File: src/rtl/exec_alu_unit.sv
// ---------------------------------------------------------------------------
// exec_alu_unit
//
// Registered execute stage for the single-cycle MIPS-style datapath.
// It decodes the 3-bit ALU control code from the main-control ALUop bits and
// the function field, runs the ALU with zero/carry/negative flags, and forms
// the sequential PC and the branch target. Every result is captured in a
// single output register stage.
//
// Ports:
//   clk        : clock, all state updates on the rising edge
//   rst_n      : asynchronous active-low reset, clears every output
//   in_valid   : operands presented this cycle are valid
//   aluop      : {aluop1, aluop0} from main control
//   funct      : instruction bits [3:0]
//   op_a       : register-file read port A
//   op_b       : second ALU operand (register or immediate)
//   pc         : current program counter
//   imm16      : branch offset in words (instruction bits [15:0])
//   out_valid  : registered in_valid
//   result     : registered ALU result
//   zero       : registered "result is zero" flag
//   carry      : registered carry out of add/subtract
//   neg        : registered result MSB
//   gctl       : registered decoded ALU control code
//   pc_plus4   : registered pc + 4
//   br_target  : registered pc + 4 + (sext(imm16) << 2)
// ---------------------------------------------------------------------------
module exec_alu_unit #(
  parameter int WIDTH = 32
) (
  input  logic             clk,
  input  logic             rst_n,
  input  logic             in_valid,
  input  logic [1:0]       aluop,
  input  logic [3:0]       funct,
  input  logic [WIDTH-1:0] op_a,
  input  logic [WIDTH-1:0] op_b,
  input  logic [WIDTH-1:0] pc,
  input  logic [15:0]      imm16,
  output logic             out_valid,
  output logic [WIDTH-1:0] result,
  output logic             zero,
  output logic             carry,
  output logic             neg,
  output logic [2:0]       gctl,
  output logic [WIDTH-1:0] pc_plus4,
  output logic [WIDTH-1:0] br_target
);

  localparam logic [2:0] CodeAnd = 3'b000;
  localparam logic [2:0] CodeOr  = 3'b001;
  localparam logic [2:0] CodeAdd = 3'b010;
  localparam logic [2:0] CodeSub = 3'b110;
  localparam logic [2:0] CodeSlt = 3'b111;

  logic [2:0]       w_gctl;
  logic [WIDTH:0]   w_sum;
  logic [WIDTH:0]   w_diff;
  logic             w_slt;
  logic [WIDTH-1:0] w_result;
  logic             w_carry;
  logic [WIDTH-1:0] w_pc_plus4;
  logic [WIDTH-1:0] w_br_target;

  logic             r_out_valid;
  logic [WIDTH-1:0] r_result;
  logic             r_zero;
  logic             r_carry;
  logic             r_neg;
  logic [2:0]       r_gctl;
  logic [WIDTH-1:0] r_pc_plus4;
  logic [WIDTH-1:0] r_br_target;

  // ALU control decode. The assignments are ordered so that a later matching
  // rule overrides an earlier one. Starting from add covers both aluop == 00
  // and an R-type funct that matches no line.
  always_comb begin
    w_gctl = CodeAdd;
    if (aluop[0]) w_gctl = CodeSub;
    if (aluop[1]) begin
      if (funct == 4'b0000)        w_gctl = CodeAdd;
      if (funct[3] && funct[1])    w_gctl = CodeSlt;
      if (!funct[3] && funct[1])   w_gctl = CodeSub;
      if (funct[2] && funct[0])    w_gctl = CodeOr;
      if (funct[2] && !funct[0])   w_gctl = CodeAnd;
    end
  end

  // Shared adders. Subtraction is a + ~b + 1, so its carry out is 1 when no
  // borrow occurs; set-less-than reuses that carry.
  assign w_sum  = {1'b0, op_a} + {1'b0, op_b};
  assign w_diff = {1'b0, op_a} + {1'b0, ~op_b} + (WIDTH+1)'(1);
  assign w_slt  = $signed(op_a) < $signed(op_b);

  // Result and carry selection by control code; unused codes produce zero.
  always_comb begin
    w_result = '0;
    w_carry  = 1'b0;
    case (w_gctl)
      CodeAnd: w_result = op_a & op_b;
      CodeOr:  w_result = op_a | op_b;
      CodeAdd: begin
        w_result = w_sum[WIDTH-1:0];
        w_carry  = w_sum[WIDTH];
      end
      CodeSub: begin
        w_result = w_diff[WIDTH-1:0];
        w_carry  = w_diff[WIDTH];
      end
      CodeSlt: begin
        w_result = {{(WIDTH-1){1'b0}}, w_slt};
        w_carry  = w_diff[WIDTH];
      end
      default: begin
        w_result = '0;
        w_carry  = 1'b0;
      end
    endcase
  end

  // Address adders: the branch offset is in words, so it is sign-extended
  // and shifted left by two before being added to the sequential PC.
  assign w_pc_plus4  = pc + WIDTH'(4);
  assign w_br_target = w_pc_plus4 + {{(WIDTH-18){imm16[15]}}, imm16, 2'b00};

  // Output stage: loads on every edge regardless of in_valid; out_valid
  // tells downstream which cycles carry meaningful data.
  always_ff @(posedge clk or negedge rst_n) begin
    if (!rst_n) begin
      r_out_valid <= 1'b0;
      r_result    <= '0;
      r_zero      <= 1'b0;
      r_carry     <= 1'b0;
      r_neg       <= 1'b0;
      r_gctl      <= 3'b000;
      r_pc_plus4  <= '0;
      r_br_target <= '0;
    end else begin
      r_out_valid <= in_valid;
      r_result    <= w_result;
      r_zero      <= ~|w_result;
      r_carry     <= w_carry;
      r_neg       <= w_result[WIDTH-1];
      r_gctl      <= w_gctl;
      r_pc_plus4  <= w_pc_plus4;
      r_br_target <= w_br_target;
    end
  end

  assign out_valid = r_out_valid;
  assign result    = r_result;
  assign zero      = r_zero;
  assign carry     = r_carry;
  assign neg       = r_neg;
  assign gctl      = r_gctl;
  assign pc_plus4  = r_pc_plus4;
  assign br_target = r_br_target;

endmodule

File: config.mk
export PLATFORM = sky130hd
export DESIGN_NAME = exec_alu_unit
export DESIGN_NICKNAME = d
export VERILOG_FILES = /design/src/rtl/exec_alu_unit.sv
export SDC_FILE = /design/constraint.sdc
export NUM_CORES = 1
export LEC_CHECK = 0
export CORE_AREA = 2 2 218 134
export DETAILED_ROUTE_END_ITERATION = 10
export DIE_AREA = 0 0 220 136
export GPL_ROUTABILITY_DRIVEN = 0
export SYNTH_ARGS = -nofsm -noshare
export SYNTH_HDL_FRONTEND = slang
export SYNTH_SLANG_ARGS = --single-unit
File: constraint.sdc
create_clock -name clk -period 0.9 [get_ports clk]
set_clock_uncertainty 0.1 [all_clocks]
set_input_delay 0.18 -clock clk [delete_from_list [all_inputs] [get_ports clk]]
set_output_delay 0.18 -clock clk [all_outputs]
set_load 0.02 [all_outputs]
* After elaboration in Yosys (flattened, before gate mapping)
Cells that the tools add are included.
** Cells by class
- Add/subtract/negate cells :: 5
- Order comparisons :: 1
- Eq/ne operators :: 4
- Mux-type cells :: 9
- Bitwise logic cells :: 3
- Reductions and logical operators :: 11
** Operators with widths (number)
- $pmux W32 S5 :: 1
- $add A32 B32 Y33 :: 2
- $add A33 B1 Y33 const B :: 1
- $add A32 B3 Y32 const B :: 1
- $add A32 B32 Y32 :: 1
- $and A32 B32 Y32 :: 1
- $lt A32 B32 Y1 :: 1
- $not A32 Y32 :: 1
- $or A32 B32 Y32 :: 1
- $reduce_or A32 Y1 :: 1
- $mux W3 :: 7
- $eq A3 B3 Y1 const B :: 2
- $logic_and A1 B1 Y1 :: 4
- $logic_not A4 Y1 :: 1
- $eq A3 B1 Y1 const B :: 1
- $eq A3 B2 Y1 const B :: 1
- $logic_not A1 Y1 :: 3
- $logic_not A3 Y1 :: 1
- $pmux W1 S2 :: 1
- $reduce_or A2 Y1 :: 1
** Storage, ports and cells
- Register bits :: 103
- Input bits :: 121
- Output and inout bits :: 103
- Logic and storage cells :: 41

* Longest topological paths before layout
- Word-level depth :: 11
- Mapped depth :: 20
- Gate-level depth less buffers :: 20

* Worst setup path after synthesis
OpenSTA, ideal clock, no wires.
- Path type :: in2reg
- Start point :: in op_a[1]
- End point :: reg r_zero (netlist: zero)
- Arrival time :: 4.256 ns
- Data required time :: 0.704 ns
- Path slack :: -3.552 ns
- Stages on the path :: 14
- Path buffers :: 0
- Cell sequence :: inv_1 -> ha_1 -> o21ba_2 -> or4_4 -> and3b_1 -> a221o_1 -> a21oi_2 -> nand4bb_1 -> or4_1 -> or4_1 -> or4_1 -> or3b_1 -> or4_4 -> nor4_2
** Between the ends
- Word-level cells in the longest chain between the ends :: 5
- Elaborated cells between the ends (all ways) :: 9
- Classes of those cells :: add/sub (3); order compare (1); mux (1); bitwise (2); reduce/logical (2)
** Ends and longest elaborated chain
- start: declaration :: line 37 : input logic [WIDTH-1:0] op_a,
- $add A32 B32 Y33 :: line 93 : assign w_diff = {1'b0, op_a} + {1'b0, ~op_b} + (WIDTH+1)'(1);
- $add A33 B1 Y33 :: line 93
- $pmux W32 S5 * :: line 100 : case (w_gctl)
- $reduce_or A32 Y1 * :: line 142 : r_zero <= ~|w_result;
- $logic_not A1 Y1 * :: line 142
- end signal: assignment :: line 142
- end: declaration :: line 68 : logic r_zero;
Every way passes the cells marked *; elsewhere a longest branch is shown, timed or not.

* Final worst setup path
- Start point :: in op_a[1]
- End point :: reg r_zero (netlist: zero)
** Between the ends
- Word-level cells in the longest chain between the ends :: 5
- Elaborated cells between the ends (all ways) :: 9
- Classes of those cells :: add/sub (3); order compare (1); mux (1); bitwise (2); reduce/logical (2)
** Ends and longest elaborated chain
- $add A32 B32 Y33 :: line 93
- $add A33 B1 Y33 :: line 93
- $pmux W32 S5 * :: line 100
- via w_result[7] :: line 61 : logic [WIDTH-1:0] w_result;
- $reduce_or A32 Y1 * :: line 142
- $logic_not A1 Y1 * :: line 142
The timed path passes the listed nets; every way through them passes the cells marked *.

==> results.sh <==
export IMPL_dieArea_mm2=0.0299
export IMPL_hold_violations=1
export IMPL_htreeDepth=3
export IMPL_finalSetupViolations=190
export IMPL_cp_start_kind="primary input"
export IMPL_worstPathArrival_ns=4.58
export IMPL_synth_top_cells_by_area="dfrtp_1, ha_1, inv_1"
export IMPL_violations="negative hold slack, negative setup slack"
export IMPL_synth_most_common_cell="ha_1"
export IMPL_tightest_slew_ns=0.588
export IMPL_fmax_mhz=226
export IMPL_slowest_delay_ns=0.52
export IMPL_power_total_w=0.0230
export IMPL_slew_violations=0
export IMPL_start_util_pct=34.4
export IMPL_critPathBufInv=3
export IMPL_nets=2104
export IMPL_path_max_fanout=2
export IMPL_placementRows=48
export IMPL_crit_family="simple AND/OR/NAND/NOR gates"
export IMPL_fp_dieH_um=136
export IMPL_internal_power_w=0.0141
export IMPL_dp_cells=2129
export IMPL_drtIter0Drc=936
export IMPL_ant_nets=0
export IMPL_ys_seq_area_share_pct=25.9
export IMPL_antenna_found_initial=3
export IMPL_clk_pin_slew_worst_paths_ns=0.08
export IMPL_clkSinkCount=100
export IMPL_drive_gt1_share_pct=51.9
export IMPL_coreArea_mm2=0.0281
export IMPL_critPathMostFrequentCell="or4_4"
export IMPL_die_w_um=220
export IMPL_yosys_cell_types_count=83
export IMPL_dr_pass1_iters=5
export IMPL_finalWirelength_mm=42.9
export IMPL_ys_top_cells_by_count="ha_1, inv_1, nor2_1"
export IMPL_grt_pass1_wl_mm=62.8
export IMPL_place_ws_ns=-4.34
export IMPL_slew_headroom_pct=60.3
export IMPL_synth_flop_cell="dfrtp_1"
export IMPL_required_ns=1.06
export IMPL_worstSetupEndpointType="register"
export IMPL_ys_seq_elements=100
export IMPL_fill_cells=2178
export IMPL_ir_worst_vdd_mv=0.999
export IMPL_finalWorstSetupSlack_ns=-3.52
export IMPL_seq_area_mm2=0.00250
export IMPL_syn_mean_instance_area_um2=8.31
export IMPL_synthArstFlopShare_pct=100
export IMPL_swShare_pct=38.4
export IMPL_vias_per_cell=5.29
export IMPL_slowest_stage="or4_4"
export IMPL_instances_no_fill=2233
export IMPL_grt_max_degree=37
export IMPL_syn2layout_area_growth_pct=93.9
export IMPL_p_comb_share_pct=57.3
export IMPL_portBuffers=223
export IMPL_drc_errors=0
export IMPL_synth_edff_count=0
export IMPL_path_class="in2reg"
export IMPL_place_hpwl_mm=31.5
export IMPL_hold_path_class="in2reg"
export IMPL_yosys_area_top_type="dfrtp_1"
export IMPL_multiInputGateArea_mm2=0.00865
export IMPL_synth_top_area_share_pct=25.9
export IMPL_cts_root_buf="clkbuf_16"
export IMPL_status="complete, but fails checks"
export IMPL_synth_warning_count=0
export IMPL_overflow=0
export IMPL_cts_buffers=9
export IMPL_timing_final_crit_share_pct=491
export IMPL_period_needed_ns=4.42
export IMPL_cts_tree="yes"
export IMPL_seqPwrFrac_pct=24.2
export IMPL_grt_pass1_vias=11600
export IMPL_rsz0062_at_grt="yes"
export IMPL_p_clk_share_pct=18.5
export IMPL_cap_violations=0
export IMPL_io_pins=224
export IMPL_synthCells=1162
export IMPL_switchingPower_w=0.00880
export IMPL_mappedNetlistArea_mm2=0.00966
export IMPL_synth_nets=1416
export IMPL_ctsHoldBuffers=1
export IMPL_leakagePower_nw=8.76
export IMPL_grt_usage_pct=26.9
export IMPL_powerDensity_mw_per_mm2=1230
export IMPL_vias=11800
export IMPL_worst_hold_slack_ns=-0.0348
export IMPL_path_cells="buf_8 > clkinvlp_4 > ha_4 > o21ba_4 > or4_4 > and3b_2 > buf_4 > o31a_1 > a221oi_2 > o22ai_2 > or3_1 > or4_4 > or4_4 > or3b_1 > or4_4 > nor4_2"
export IMPL_wl_per_cell_um=19.2
export IMPL_cts_max_path_buffers=2
kinds of logic after synthesis:
family | Yosys count | share of synthesized area [%]
xor gates and xnor gates | 58 | 5.26
and+or+nand+nor | 319 | 16.2
adders and majority gates | 133 | 17.5
DFF | 100 | 25.9
buffers and inverters | 166 | 6.67
AOI/OAI and AO/OA | 369 | 26.7
muxes | 17 | 1.77
registers in the layout (all words and copies together) (netlist names):
register	count
br_target	32
carry	1
gctl	3
neg	1
out_valid	1
pc_plus4	30
result	31
zero	1
cell usage in the layout, fill, tap and decap left out, types with 32 or more instances in the layout:
cell	Yosys	routed
nor2_1	113	94
inv_1	117	88
ha_4	0	34
nand2_1	61	53
ha_1	130	83
buf_6	1	162
clkdlybuf4s50_1	0	64
dlygate4sd2_1	0	32
a21o_1	40	40
buf_4	3	437
a21oi_1	78	46
o21ai_0	66	36
dfrtp_1	100	99
timing repair:
action	in CTS	in global routing
gates resized for setup	409	602
hold endpoints to repair	100	1
setup buffers	70	47
pin swaps	156	116
gates cloned	0	0
endpoints found under the setup margin	199	191
power groups by stage:
stage / logic [W] / registers [W] / clock network [W]
after floorplan: 0.00416 / 0.00633 / 0
after global placement: 0.0105 / 0.00547 / 0
after detailed placement: 0.0106 / 0.00548 / 0
after CTS: 0.0119 / 0.00539 / 0.00435
after global routing: 0.0139 / 0.00560 / 0.00450
final: 0.0132 / 0.00554 / 0.00425
cell type report:
type,instances,area share [%]
Multi-Input combinational cell,896,46.2
Timing Repair Buffer,725,33.8
Sequential cell,100,13.4
Tap cell,375,2.51
Inverter,118,2.43
Clock buffer,10,1.22
Clock inverter,6,0.434
Antenna cell,3,0.0401
layer usage:
metal	vias to the layer above	global-route usage, %	wire [µm]
li1	5554	-	-
met1	5679	38.4	19300
met2	518	41.5	19400
met3	61	5.73	3520
met4	0	6.19	741
met5	-	0	0
final timing paths:
kind	from	end	slack (ns)	depth (start not counted)
min in group asynchronous	rst_n	pc_plus4[16]	0.11	2
min	imm16[0]	br_target[2]	-0.03	2
max in group asynchronous	rst_n	result[17]	0.15	3
max	op_a[1]	zero	-3.52	16
through the flow:
step | utilization (%) | setup TNS (ns) | instance area, µm²
after CTS | 63.0 | -181.29 | 17700
after global routing | 66.6 | -159.17 | 18700
after global placement | 56.4 | -220.25 | 15900
after floorplan | - | -98.79 | 10300
final | 66.6 | -151.32 | 18700
after detailed placement | 56.4 | -225.13 | 15900
(Power assumes the default switching activity.)
==> RTL edit (same settings) <==
`r_result` no longer has a reset.
--- a/src/rtl/exec_alu_unit.sv
+++ b/src/rtl/exec_alu_unit.sv
@@ -129,7 +129,6 @@
   always_ff @(posedge clk or negedge rst_n) begin
     if (!rst_n) begin
       r_out_valid <= 1'b0;
-      r_result    <= '0;
       r_zero      <= 1'b0;
       r_carry     <= 1'b0;
       r_neg       <= 1'b0;
@@ -138,7 +137,6 @@
       r_br_target <= '0;
     end else begin
       r_out_valid <= in_valid;
-      r_result    <= w_result;
       r_zero      <= ~|w_result;
       r_carry     <= w_carry;
       r_neg       <= w_result[WIDTH-1];
@@ -146,6 +144,10 @@
       r_pc_plus4  <= w_pc_plus4;
       r_br_target <= w_br_target;
     end
+  end
+
+  always_ff @(posedge clk) begin
+    r_result <= w_result;
   end
 
   assign out_valid = r_out_valid;
Behaviour: not the same (a bounded check fails within 4 cycles, from zero or initial values and one cycle with rst_n low).
==> RTL edit against the unedited design <==
  * The run ends with setup timing left
  * Sequential power increased by 1%
  * Cell area rose by 13%
  * Worst setup slack better by 1.1 ns
  * Die area stayed put
  * Clock power about the same
  * Core utilization up 8.4 points
  * Combinational power rose by 20%
  * Sequential cell count is 1 higher
  * Total power is 12% higher
  * Sequential share of layout area shrank 1.9 points
  * Wire length up 21%
  * Synthesized area up 0.61%
  * Global-route usage increased by 3.6 points
  * Largest cell class unchanged
==> RTL edit: results (changes against the unedited design) <==
<table>
<tr><th>Metric</th><th>Value</th></tr>
<tr><th colspan="2">Status</th></tr>
<tr><td>Outcome</td><td>finished with violations</td></tr>
<tr><td>Violated checks</td><td>setup timing</td></tr>
<tr><th colspan="2">Worst setup path</th></tr>
<tr><td>Critical path's largest stage delay</td><td>0.43 ns (-0.09 ns)</td></tr>
<tr><td>Worst setup path startpoint</td><td>pc[6]</td></tr>
<tr><td>Worst setup endpoint</td><td>br_target[30]</td></tr>
<tr><th colspan="2">Final layout</th></tr>
<tr><td>Proportion of layout cells with a drive suffix above 1</td><td>62.7% (+11 points)</td></tr>
<tr><td>Layout net count</td><td>2263 (+7.6%)</td></tr>
<tr><td>Antenna cell count</td><td>0 (-3)</td></tr>
<tr><th colspan="2">Drt</th></tr>
<tr><td>Routed met1 length</td><td>21700 um (+13%)</td></tr>
<tr><td>Iter 0 DRT Violations</td><td>1483 (+58%)</td></tr>
<tr><td>Final wirelength</td><td>52000 um (+21%)</td></tr>
<tr><td>DR WL/cell</td><td>21.8 um (+13%)</td></tr>
<tr><th colspan="2">Logic synthesis</th></tr>
<tr><td>Cell types with the largest area share after synthesis</td><td>sky130_fd_sc_hd__dfrtp_1 18%, sky130_fd_sc_hd__ha_1 17%, sky130_fd_sc_hd__dfxtp_1 6.6%, sky130_fd_sc_hd__a21oi_1 4.6%, sky130_fd_sc_hd__inv_1 4.6%</td></tr>
<tr><td>Nets in the synthesized netlist</td><td>1456 (+2.8%)</td></tr>
<tr><td>Async set-or-reset flop fraction in the synthesized netlist</td><td>68.3% (-32 points)</td></tr>
<tr><td>Synthesized area divided by synthesized cell count</td><td>8.09 um2 (-2.7%)</td></tr>
<tr><td>Register area share after synthesis</td><td>24.4% (-1.5 points)</td></tr>
<tr><td>Unique cell type count in the Yosys netlist</td><td>80 (-3.6%)</td></tr>
<tr><th colspan="2">Timing</th></tr>
<tr><td>Hold WS</td><td>0.0505 ns (+0.0853 ns)</td></tr>
<tr><td>Transition time at the pin with the least slew margin</td><td>0.765 ns (+0.178 ns)</td></tr>
<tr><td>Count of final setup violators</td><td>192 (+1.1%)</td></tr>
<tr><td>Final worst slack</td><td>-2.45 ns (+1.07 ns)</td></tr>
<tr><th colspan="2">Global routing</th></tr>
<tr><td>Grt met2 use</td><td>46.4% (+4.9 points)</td></tr>
<tr><th colspan="2">Placement</th></tr>
<tr><td>HPWL reported at the end of detailed placement</td><td>34700 um (+10%)</td></tr>
<tr><td>Post-Place Cell Area</td><td>16600 um2 (+4.7%)</td></tr>
<tr><th colspan="2">Power and ir drop</th></tr>
<tr><td>Leakage power of the design</td><td>9.62 nW (+9.9%)</td></tr>
<tr><td>Power dissipated by switching net loads</td><td>10.4 mW (+18%)</td></tr>
<tr><th colspan="2">Min path</th></tr>
<tr><td>Start point of the worst min-delay path</td><td>pc[2]</td></tr>
</table>
## RTL edit: changes by cell type after synthesis, sizes merged, moves of 7 or more
cell and delta:
nand2 +23, buf +10, a21o -7, clkbuf -9
dfrtp -31, o21ai -8, dfxtp +32, a21oi +11
## RTL edit: layout make-up
type / instances / area (um2) / share of cell area, %
multi-input combinational: 933 / 9840 / 46.7
timing repair buffer: 845 / 7540 / 35.8
sequential: 101 / 2410 / 11.4
inverter: 119 / 509 / 2.42
tap: 375 / 469 / 2.23
clock buffer: 9 / 225 / 1.07
clock inverter: 7 / 90.1 / 0.427
## RTL edit: power groups by stage
stage / Sequential [mW] / Combinational [mW] / Clock (mW)
6_report: 5.62 / 15.8 / 4.25
5_1_grt: 5.69 / 16.5 / 4.48
4_1_cts: 5.62 / 13.8 / 4.30
3_5_place_dp: 5.51 / 11.5 / 0
3_3_place_gp: 5.50 / 11.4 / 0
2_1_floorplan: 6.40 / 4.51 / 0
## RTL edit: what timing repair did
| action | 4_1_cts | 5_1_grt |
|---|---|---|
| buffers inserted | 104 | 76 |
| resized for setup | 1217 | 234 |
| hold endpoints to repair | 69 | 0 |
| setup endpoints to repair | 200 | 191 |
| pin swaps | 213 | 190 |
| hold buffers | 1 | 0 |
## RTL edit: cell families (layout without fill, tap and decap cells)
logic type | Yosys count | after routing | share of synthesized area (%)
buffers and inverters | 168 | 980 | 6.73
DFF | 101 | 101 | 24.4
and+or+nand+nor | 351 | 351 | 17.5
muxes | 17 | 17 | 1.76
adders and majority gates | 133 | 133 | 17.4
xor gates and xnor gates | 61 | 61 | 5.50
AOI/OAI and AO/OA | 371 | 371 | 26.8
